**config.mk**
```make
export PLATFORM = sky130hd
export DESIGN_NAME = fir_sterowanie
export DESIGN_NICKNAME = d
export VERILOG_FILES = /design/src/rtl/fir_sterowanie.sv
export SDC_FILE = /design/constraint.sdc
export NUM_CORES = 1
export LEC_CHECK = 0
export ABC_CLOCK_PERIOD_IN_PS = 1880
export CORE_MARGIN = 5
export CORE_UTILIZATION = 44
export CTS_CLUSTER_SIZE = 16
export DETAILED_ROUTE_END_ITERATION = 12
export PLACE_DENSITY = 0.75
export SYNTH_ARGS = -nofsm -noshare
export SYNTH_HDL_FRONTEND = slang
export SYNTH_SLANG_ARGS = --single-unit
```
**constraint.sdc**
```tcl
create_clock -name clk_b -period 1.88 [get_ports clk_b]
set_clock_uncertainty 0.05 [all_clocks]
set_input_delay 0.564 -clock clk_b [delete_from_list [all_inputs] [get_ports clk_b]]
set_output_delay 0.564 -clock clk_b [all_outputs]
set_load 0.01 [all_outputs]
```
**src/rtl/fir_sterowanie.sv**
```systemverilog
// fir_sterowanie: control FSM for one FIR filter pass per input sample.
// Ports: clk_b, rst_n (sync, low), start_probka, ile_wsp -> RAM/ROM addresses, accumulator controls, status.
module fir_sterowanie #(
    parameter int N_TAPS = 16,
    parameter int ADDR_W = $clog2(N_TAPS)
) (
    input  logic              clk_b,
    input  logic              rst_n,
    input  logic              start_probka,
    input  logic [ADDR_W:0]   ile_wsp,
    output logic              FSM_wpisz_probka,
    output logic [ADDR_W-1:0] adres_zapisu,
    output logic [ADDR_W-1:0] adres_probki,
    output logic [ADDR_W-1:0] adres_wsp,
    output logic              FSM_reset_Acc,
    output logic              FSM_Acc_en,
    output logic              FSM_Acc_zapis,
    output logic              zajety,
    output logic              gotowe,
    output logic              przepelnienie
);

    typedef enum logic [2:0] {
        S_IDLE,
        S_LOAD,
        S_MAC,
        S_FLUSH,
        S_COMMIT
    } stan_t;

    localparam logic [ADDR_W:0]   N_CNT   = (ADDR_W+1)'(N_TAPS);
    localparam logic [ADDR_W:0]   JEDEN   = (ADDR_W+1)'(1);
    localparam logic [ADDR_W-1:0] WSK_MAX = ADDR_W'(N_TAPS - 1);

    stan_t             stan;
    stan_t             stan_nast;
    logic [ADDR_W-1:0] wsk;
    logic [ADDR_W:0]   k_cnt;
    logic [ADDR_W:0]   t_cnt;
    logic [ADDR_W:0]   t_nowe;
    logic [ADDR_W:0]   wsk_x;
    logic [ADDR_W-1:0] roznica;
    logic              acc_en_q;
    logic              przep_q;

    // Zero or out-of-range tap counts fall back to the full delay line.
    always_comb begin
        t_nowe = ile_wsp;
        if (ile_wsp == '0 || ile_wsp > N_CNT) begin
            t_nowe = N_CNT;
        end
    end

    always_ff @(posedge clk_b) begin
        if (!rst_n) begin
            stan <= S_IDLE;
        end else begin
            stan <= stan_nast;
        end
    end

    always_comb begin
        stan_nast = stan;
        unique case (stan)
            S_IDLE: begin
                if (start_probka) begin
                    stan_nast = S_LOAD;
                end
            end
            S_LOAD: begin
                stan_nast = S_MAC;
            end
            S_MAC: begin
                if (k_cnt == t_cnt - JEDEN) begin
                    stan_nast = S_FLUSH;
                end
            end
            S_FLUSH: begin
                stan_nast = S_COMMIT;
            end
            S_COMMIT: begin
                stan_nast = S_IDLE;
            end
            default: begin
                stan_nast = S_IDLE;
            end
        endcase
    end

    always_ff @(posedge clk_b) begin
        if (!rst_n) begin
            wsk      <= '0;
            k_cnt    <= '0;
            t_cnt    <= N_CNT;
            acc_en_q <= 1'b0;
            przep_q  <= 1'b0;
        end else begin
            // Products appear one cycle after their address, so the
            // enable trails the MAC state by one cycle.
            acc_en_q <= (stan == S_MAC);
            przep_q  <= start_probka && (stan != S_IDLE);
            if (stan == S_IDLE) begin
                k_cnt <= '0;
                if (start_probka) begin
                    t_cnt <= t_nowe;
                end
            end
            if (stan == S_MAC) begin
                k_cnt <= k_cnt + JEDEN;
            end
            if (stan == S_COMMIT) begin
                wsk <= (wsk == WSK_MAX) ? '0 : wsk + 1'b1;
            end
        end
    end

    // Circular read address wsk-k, wrapped by adding N_TAPS
    // so non power-of-2 depths work.
    always_comb begin
        wsk_x = {1'b0, wsk};
        if (k_cnt > wsk_x) begin
            roznica = ADDR_W'(wsk_x + N_CNT - k_cnt);
        end else begin
            roznica = ADDR_W'(wsk_x - k_cnt);
        end
    end

    assign FSM_wpisz_probka = (stan == S_LOAD);
    assign FSM_reset_Acc    = (stan == S_LOAD);
    assign FSM_Acc_en       = acc_en_q;
    assign FSM_Acc_zapis    = (stan == S_COMMIT);
    assign gotowe           = (stan == S_COMMIT);
    assign zajety           = (stan != S_IDLE);
    assign przepelnienie    = przep_q;
    assign adres_zapisu     = (stan == S_LOAD) ? wsk : '0;
    assign adres_probki     = (stan == S_MAC) ? roznica : '0;
    assign adres_wsp        = (stan == S_MAC) ? k_cnt[ADDR_W-1:0] : '0;

endmodule
```
; After elaboration in Yosys (flattened, before gate mapping)
; Index checks and enable logic that the tools add are counted.
[classes]
n_lt_le_gt_ge = 2
reduce_logical = 8
mux = 11
add_sub_neg = 6
eq_ne = 8
[ops]
columns = cell, count
row1 = $mux W4, 5
row2 = $mux W5, 3
row3 = $pmux W3 S4, 1
row4 = $add A4 B1 Y4 const B, 2
row5 = $sub A4 B4 Y4, 2
row6 = $eq A3 B2 Y1 const B, 2
row7 = $mux W3, 2
row8 = $add A5 B1 Y5 const B, 1
row9 = $eq A5 B5 Y1, 1
row10 = $gt A5 B4 Y1, 1
row11 = $gt A5 B5 Y1 const B, 1
row12 = $logic_not A5 Y1, 1
row13 = $sub A5 B1 Y5 const B, 1
row14 = $eq A4 B4 Y1 const B, 1
row15 = $ne A2 B2 Y1 const B, 2
row16 = $reduce_and A2 Y1, 2
row17 = $eq A3 B1 Y1 const B, 1
row18 = $eq A3 B3 Y1 const B, 1
row19 = $logic_not A3 Y1, 1
row20 = $reduce_bool A3 Y1, 1
row21 = $reduce_bool A2 Y1, 1
row22 = $logic_and A1 B1 Y1, 1
row23 = $logic_or A1 B1 Y1, 1
[totals]
elab_cells = 41
reg_bits = 19
output_inout_bits = 19

; Logic depth before layout (Yosys ltp)
[logic_depth]
word_depth = 4
depth_mapped = 6
ltp_nobuf = 6

; Worst setup path before layout
; Ideal clock, no wire load.
[synth_timing]
kind = reg-to-output
from = register k_cnt[1]
to = output adres_probki[3]
t_arrival_ns = 1.450
path_stages_with_launch = 7
slack_ns = -0.184
path_cell_list = dfxtp_1 -> inv_1 -> ha_1 -> nor2b_1 -> o21a_1 -> o21ai_0 -> nor3b_1
[synth_between]
elab_chain_cells = 3
word_cells_on_any_way = 5
cone_classes = add/sub: 2 / order compare: 1 / mux: 2
[synth_rtl]
columns = item, line
row1 = from (decl), 38  ; logic [ADDR_W:0] k_cnt;
row2 = from (signal assigned), 109  ; k_cnt <= k_cnt + JEDEN;
row3 = "$sub A4 B4 Y4, or another cell as far along", 124  ; roznica = ADDR_W'(wsk_x - k_cnt);
row4 = $mux W4 *, 121  ; if (k_cnt > wsk_x) begin
row5 = $mux W4 *, 136  ; assign adres_probki = (stan == S_MAC) ? roznica : '0;
row6 = to (decl), 13  ; output logic [ADDR_W-1:0] adres_probki,
; Mark *: on every way between the ends. The rest lies on a longest branch, timed or not.

; Worst setup path after layout
; Same ends and word-level chain as after synthesis.

==> tab_implementation.tex <==
\begin{tabular}{lr}
\hline
Metric & Value \\
\hline
\multicolumn{2}{l}{\textbf{STA}} \\
Final setup violation count & 3 \\
Highest clock rate & 444.7 MHz \\
Pin slew with the least headroom to its limit & between 0.2 and 0.3 ns \\
RSZ-0062 raised after global routing & true \\
Max-Slew Margin vs Limit & between 80\% and 90\% \\
Final Worst Setup Slack & -0.3686 ns \\
Crit share post-route & 119.6\% \\
Shortest clock period the worst path allows after layout & roughly 2.2 ns \\
Total count of hold-check failures in the final report & 0 \\
Max-slew violations & 0 \\
\multicolumn{2}{l}{\textbf{CTS}} \\
Skew-Pair Late Insertion Delay & 0.29 ns \\
Maximum clock insertion buffer count & 2 \\
Inserted Clock Buffers & 3 \\
Master cell of the clock root buffer & sky130\_fd\_sc\_hd\_\_clkbuf\_4 \\
Number of levels the H-tree was split into & 1 \\
Hold-fix buffers at CTS & 0 \\
TritonCTS clock tree & yes \\
Sink Count & 19 \\
Clock transition time at the flip-flop clock pins of the worst setup and hold paths & $\sim$0.11 ns \\
\multicolumn{2}{l}{\textbf{Global routing}} \\
Pin count of the biggest net entering global routing & 12 \\
Overall track demand over capacity in global routing & around 18\% \\
Total congestion overflow after global routing & 0 \\
Number of antenna violations at the first check in global routing & 0 \\
GR peak layer & met2 \\
Number of global-route vias before repair & $\sim$1,200 \\
Fraction of met2 tracks used by global routing & 36.10\% \\
Global routing met1 resource utilization & 18.29\% \\
Global routing usage on met3 & under 10\% \\
Global-route wire length before repair & approximately 5 mm \\
\multicolumn{2}{l}{\textbf{Pwr}} \\
Clock share of power & $\sim$22\% \\
Post-layout total power & 0.0009127 W \\
Switching Fraction & between 20\% and 30\% \\
Net switching component of the power & $\sim$0.00026 W \\
P\_int & 0.0006566 W \\
Combinational group share of total power & $\sim$30\% \\
Areal power density over the cells & just under 500 mW/mm2 \\
Maximum vdd ir drop & 478.4 uV \\
Leakage power summed over all cells & 0.8457 nW \\
Sequential power share & a little under half \\
\multicolumn{2}{l}{\textbf{Floorplan}} \\
Die span in x & a little over 60 um \\
Floorplan die area & 0.003742 mm2 \\
Top-level I/O count & 27 \\
Die extent in y & $\sim$61 um \\
Area inside the core boundary & around 0.0025 mm2 \\
Effective utilization at floorplan & a little under half \\
Row Count & 18 \\
\multicolumn{2}{l}{\textbf{Setup path}} \\
Kind of start point of the critical path & flip-flop \\
Worst Setup Path Type & reg2out \\
Category of the worst setup path capture point & output pin \\
Slack of the worst reg-to-reg path & about 0.090 ns \\
Reg2reg path depth & 6 \\
Req. time, crit path & 1.27 ns \\
Worst r2r src & t\_cnt[0] \\
CP max FO & 2 \\
Worst flop-to-flop path endpoint & stan[0] \\
CP Data Arrival Time & between 1.5 and 2 ns \\
\multicolumn{2}{l}{\textbf{Status}} \\
Failing checks & negative setup slack \\
Outcome & finished, violations left \\
\multicolumn{2}{l}{\textbf{Synthesis}} \\
Fraction of registers with async set or reset after synthesis & 0\% \\
Distinct cells, synth & 34 \\
Cell area after synthesis & 0.001152 mm2 \\
Share of the synthesized area in the top cell type & 33.01\% \\
Ranking of synthesized cells by area & sky130\_fd\_sc\_hd\_\_dfxtp\_1 (33\%), sky130\_fd\_sc\_hd\_\_ha\_1 (7.6\%), sky130\_fd\_sc\_hd\_\_xnor2\_1 (7.6\%), sky130\_fd\_sc\_hd\_\_a21boi\_0 (3.9\%), sky130\_fd\_sc\_hd\_\_nand2\_1 (3.9\%) \\
Yosys warns & 0 \\
Post-synth top area cell & sky130\_fd\_sc\_hd\_\_dfxtp\_1 \\
Synthesized netlist net count & 150 \\
Post-synthesis average cell area & 8.600 um2 \\
Flip-flop and latch count after synthesis & 19 \\
Post-synth EDFFs & 0 \\
Post-synthesis instance total & $\sim$130 \\
Ys flop type & sky130\_fd\_sc\_hd\_\_dfxtp\_1 \\
Register area share after synthesis & between 30 and 40\% \\
\multicolumn{2}{l}{\textbf{Detailed routing}} \\
Routed via count divided by cell count & approximately 5.2 \\
Detailed Route WL & roughly 3.3 mm \\
Antenna violation net count after detailed routing & 0 \\
Number of design-rule violations left by the first detailed-router iteration & 67 \\
Detailed-routing iteration count for the pre-antenna-repair pass & 4 \\
Number of DRC violations after detailed routing & 0 \\
Routed WL per cell & roughly 14 um \\
Routed vias & roughly 1,200 \\
\multicolumn{2}{l}{\textbf{Min path}} \\
Type of the worst min-delay path & reg2reg \\
Startpoint of the most critical hold path & t\_cnt[1] \\
Min-Delay Path Depth & 2 \\
Destination of the worst hold path & t\_cnt[1] \\
\multicolumn{2}{l}{\textbf{Place}} \\
Cell area after placement & about 0.0016 mm2 \\
Number of input and output port buffers inserted & 26 \\
DP Wirelength & 2.275 mm \\
Placer's final routability congestion estimate & 0.8354 \\
\multicolumn{2}{l}{\textbf{Layout}} \\
Fraction of final layout cells with drive strength greater than 1 & roughly 47\% \\
Total Nets Final & between 200 and 250 \\
Area growth from synthesis to layout & 61.45\% \\
Diodes inserted & 0 \\
Filler Cells Inserted & 175 \\
Post-route cell area & $\sim$0.0019 mm2 \\
\multicolumn{2}{l}{\textbf{Job}} \\
Max-Cap Viols & 0 \\
\hline
\end{tabular}
-- logic make-up after synthesis --
| family | after synthesis | synth area share [%] |
|---|---|---|
| flip-flops | 19 | 33.01 |
| XOR/XNOR | 14 | 10.64 |
| AND/OR/NAND/NOR | 57 | 29.32 |
| adder cells (fa/ha/maj) | 8 | 9.337 |
| AO/OA/AOI/OAI | 21 | 11.40 |
| buffers and inverters | 14 | 5.429 |
| multiplexers | 1 | 0.8687 |
-- power by group through the flow --
| stage | logic, W | clock network, W | registers [W] |
|---|---|---|---|
| 3_3_place_gp | 0.000204 | 0 | 0.000441 |
| 2_1_floorplan | 0.000105 | 0 | 0.000440 |
| 6_report | 0.000272 | 0.000204 | 0.000436 |
| 4_1_cts | 0.000247 | 0.000215 | 0.000434 |
| 3_5_place_dp | 0.000212 | 0 | 0.000441 |
| 5_1_grt | 0.000296 | 0.000227 | 0.000438 |
-- worst max-delay path by stage --
stage                     startpoint         endpoint  slack [ns]  cells past startpoint
after floorplan             k_cnt[1]  adres_probki[3]      -0.009                      6
after CTS                     wsk[0]  adres_probki[1]       -0.38                      6
after global placement        wsk[0]  adres_probki[1]       -0.45                      6
after detailed placement    k_cnt[1]  adres_probki[3]       -0.50                      7
after global routing        k_cnt[1]  adres_probki[3]       -0.45                      7
final                       k_cnt[1]  adres_probki[3]       -0.37                      7
-- metal layers --
metal | wire (um) | share of wire, %
met1 | 1226 | 38
met2 | 1730 | 53
met3 | 219 | 6.7
met4 | 86 | 2.6
met5 | 0 | 0
-- layout by cell type, fill, tap and decap left out, types with 5 or more instances in the layout --
master                             n
sky130_fd_sc_hd__clkdlybuf4s50_1   5
sky130_fd_sc_hd__buf_2             8
sky130_fd_sc_hd__a21boi_1          5
sky130_fd_sc_hd__xnor2_1          10
sky130_fd_sc_hd__buf_4            33
sky130_fd_sc_hd__dfxtp_1          11
sky130_fd_sc_hd__nor2_1            7
sky130_fd_sc_hd__o21ai_0           6
sky130_fd_sc_hd__dfxtp_2           5
sky130_fd_sc_hd__buf_6            13
sky130_fd_sc_hd__nand2_1          11
-- cell usage after synthesis (all sizes together) (3+ instances only) --
master and n:
nor2 9, a21oi 3, nand2 12, nor2b 3, and2 7, nor3b 5
inv 8, xor2 4, xnor2 10, buf 4, dfxtp 19, nand3b 4
o21ai 7, and3 6, nor3 3, ha 7, a21boi 7
-- layout make-up --
cell class / instances / area (um2) / area share [%]
well taps: 30 / 37.54 / 2.017
clock buffers: 4 / 26.28 / 1.412
inverters: 8 / 30.03 / 1.614
multi-input cells: 101 / 824.5 / 44.32
flip-flops and latches: 19 / 397.9 / 21.39
repair buffers: 65 / 544.3 / 29.25
-- flip-flops by register name, summed over array words and instances (netlist names) --
name	flops
k_cnt	5
t_cnt	5
wsk	4
stan	3
FSM_Acc_en	1
przepelnienie	1
-- timing repair --
action | in CTS | in global routing
pin swaps | 8 | 19
gates resized for setup | 88 | 33
endpoints found under the hold margin | 0 | 0
endpoints found under the setup margin | 21 | 22
setup buffers | 6 | 6
-- worst max-delay path, cell delays in order (launching register included) --
cell                      delay [ns]
sky130_fd_sc_hd__dfxtp_2        0.35
sky130_fd_sc_hd__inv_2          0.05
sky130_fd_sc_hd__ha_4           0.21
sky130_fd_sc_hd__nor2b_4        0.12
sky130_fd_sc_hd__o21a_1         0.19
sky130_fd_sc_hd__nor3_2         0.22
sky130_fd_sc_hd__nor3b_2        0.06
sky130_fd_sc_hd__buf_2          0.14
-- through the flow --
| stage | hold WS, ns | util, % | setup slack [ns] | TNS [ns] | cells |
|---|---|---|---|---|---|
| final | 0.4632 | 74.42 | -0.3686 | -1.049 | 227 |
| after global routing | 0.4948 | 74.42 | -0.4541 | -1.514 | 227 |
| after CTS | 0.4630 | 70.32 | -0.3775 | -1.054 | 223 |
| after detailed placement | 0.4607 | 65.82 | -0.5013 | -4.291 | 213 |
| after global placement | 0.4434 | 65.82 | -0.4547 | -3.577 | 213 |
| after floorplan | 0.4151 | - | -0.008856 | -0.008856 | 134 |
(Power assumes the default switching activity.)
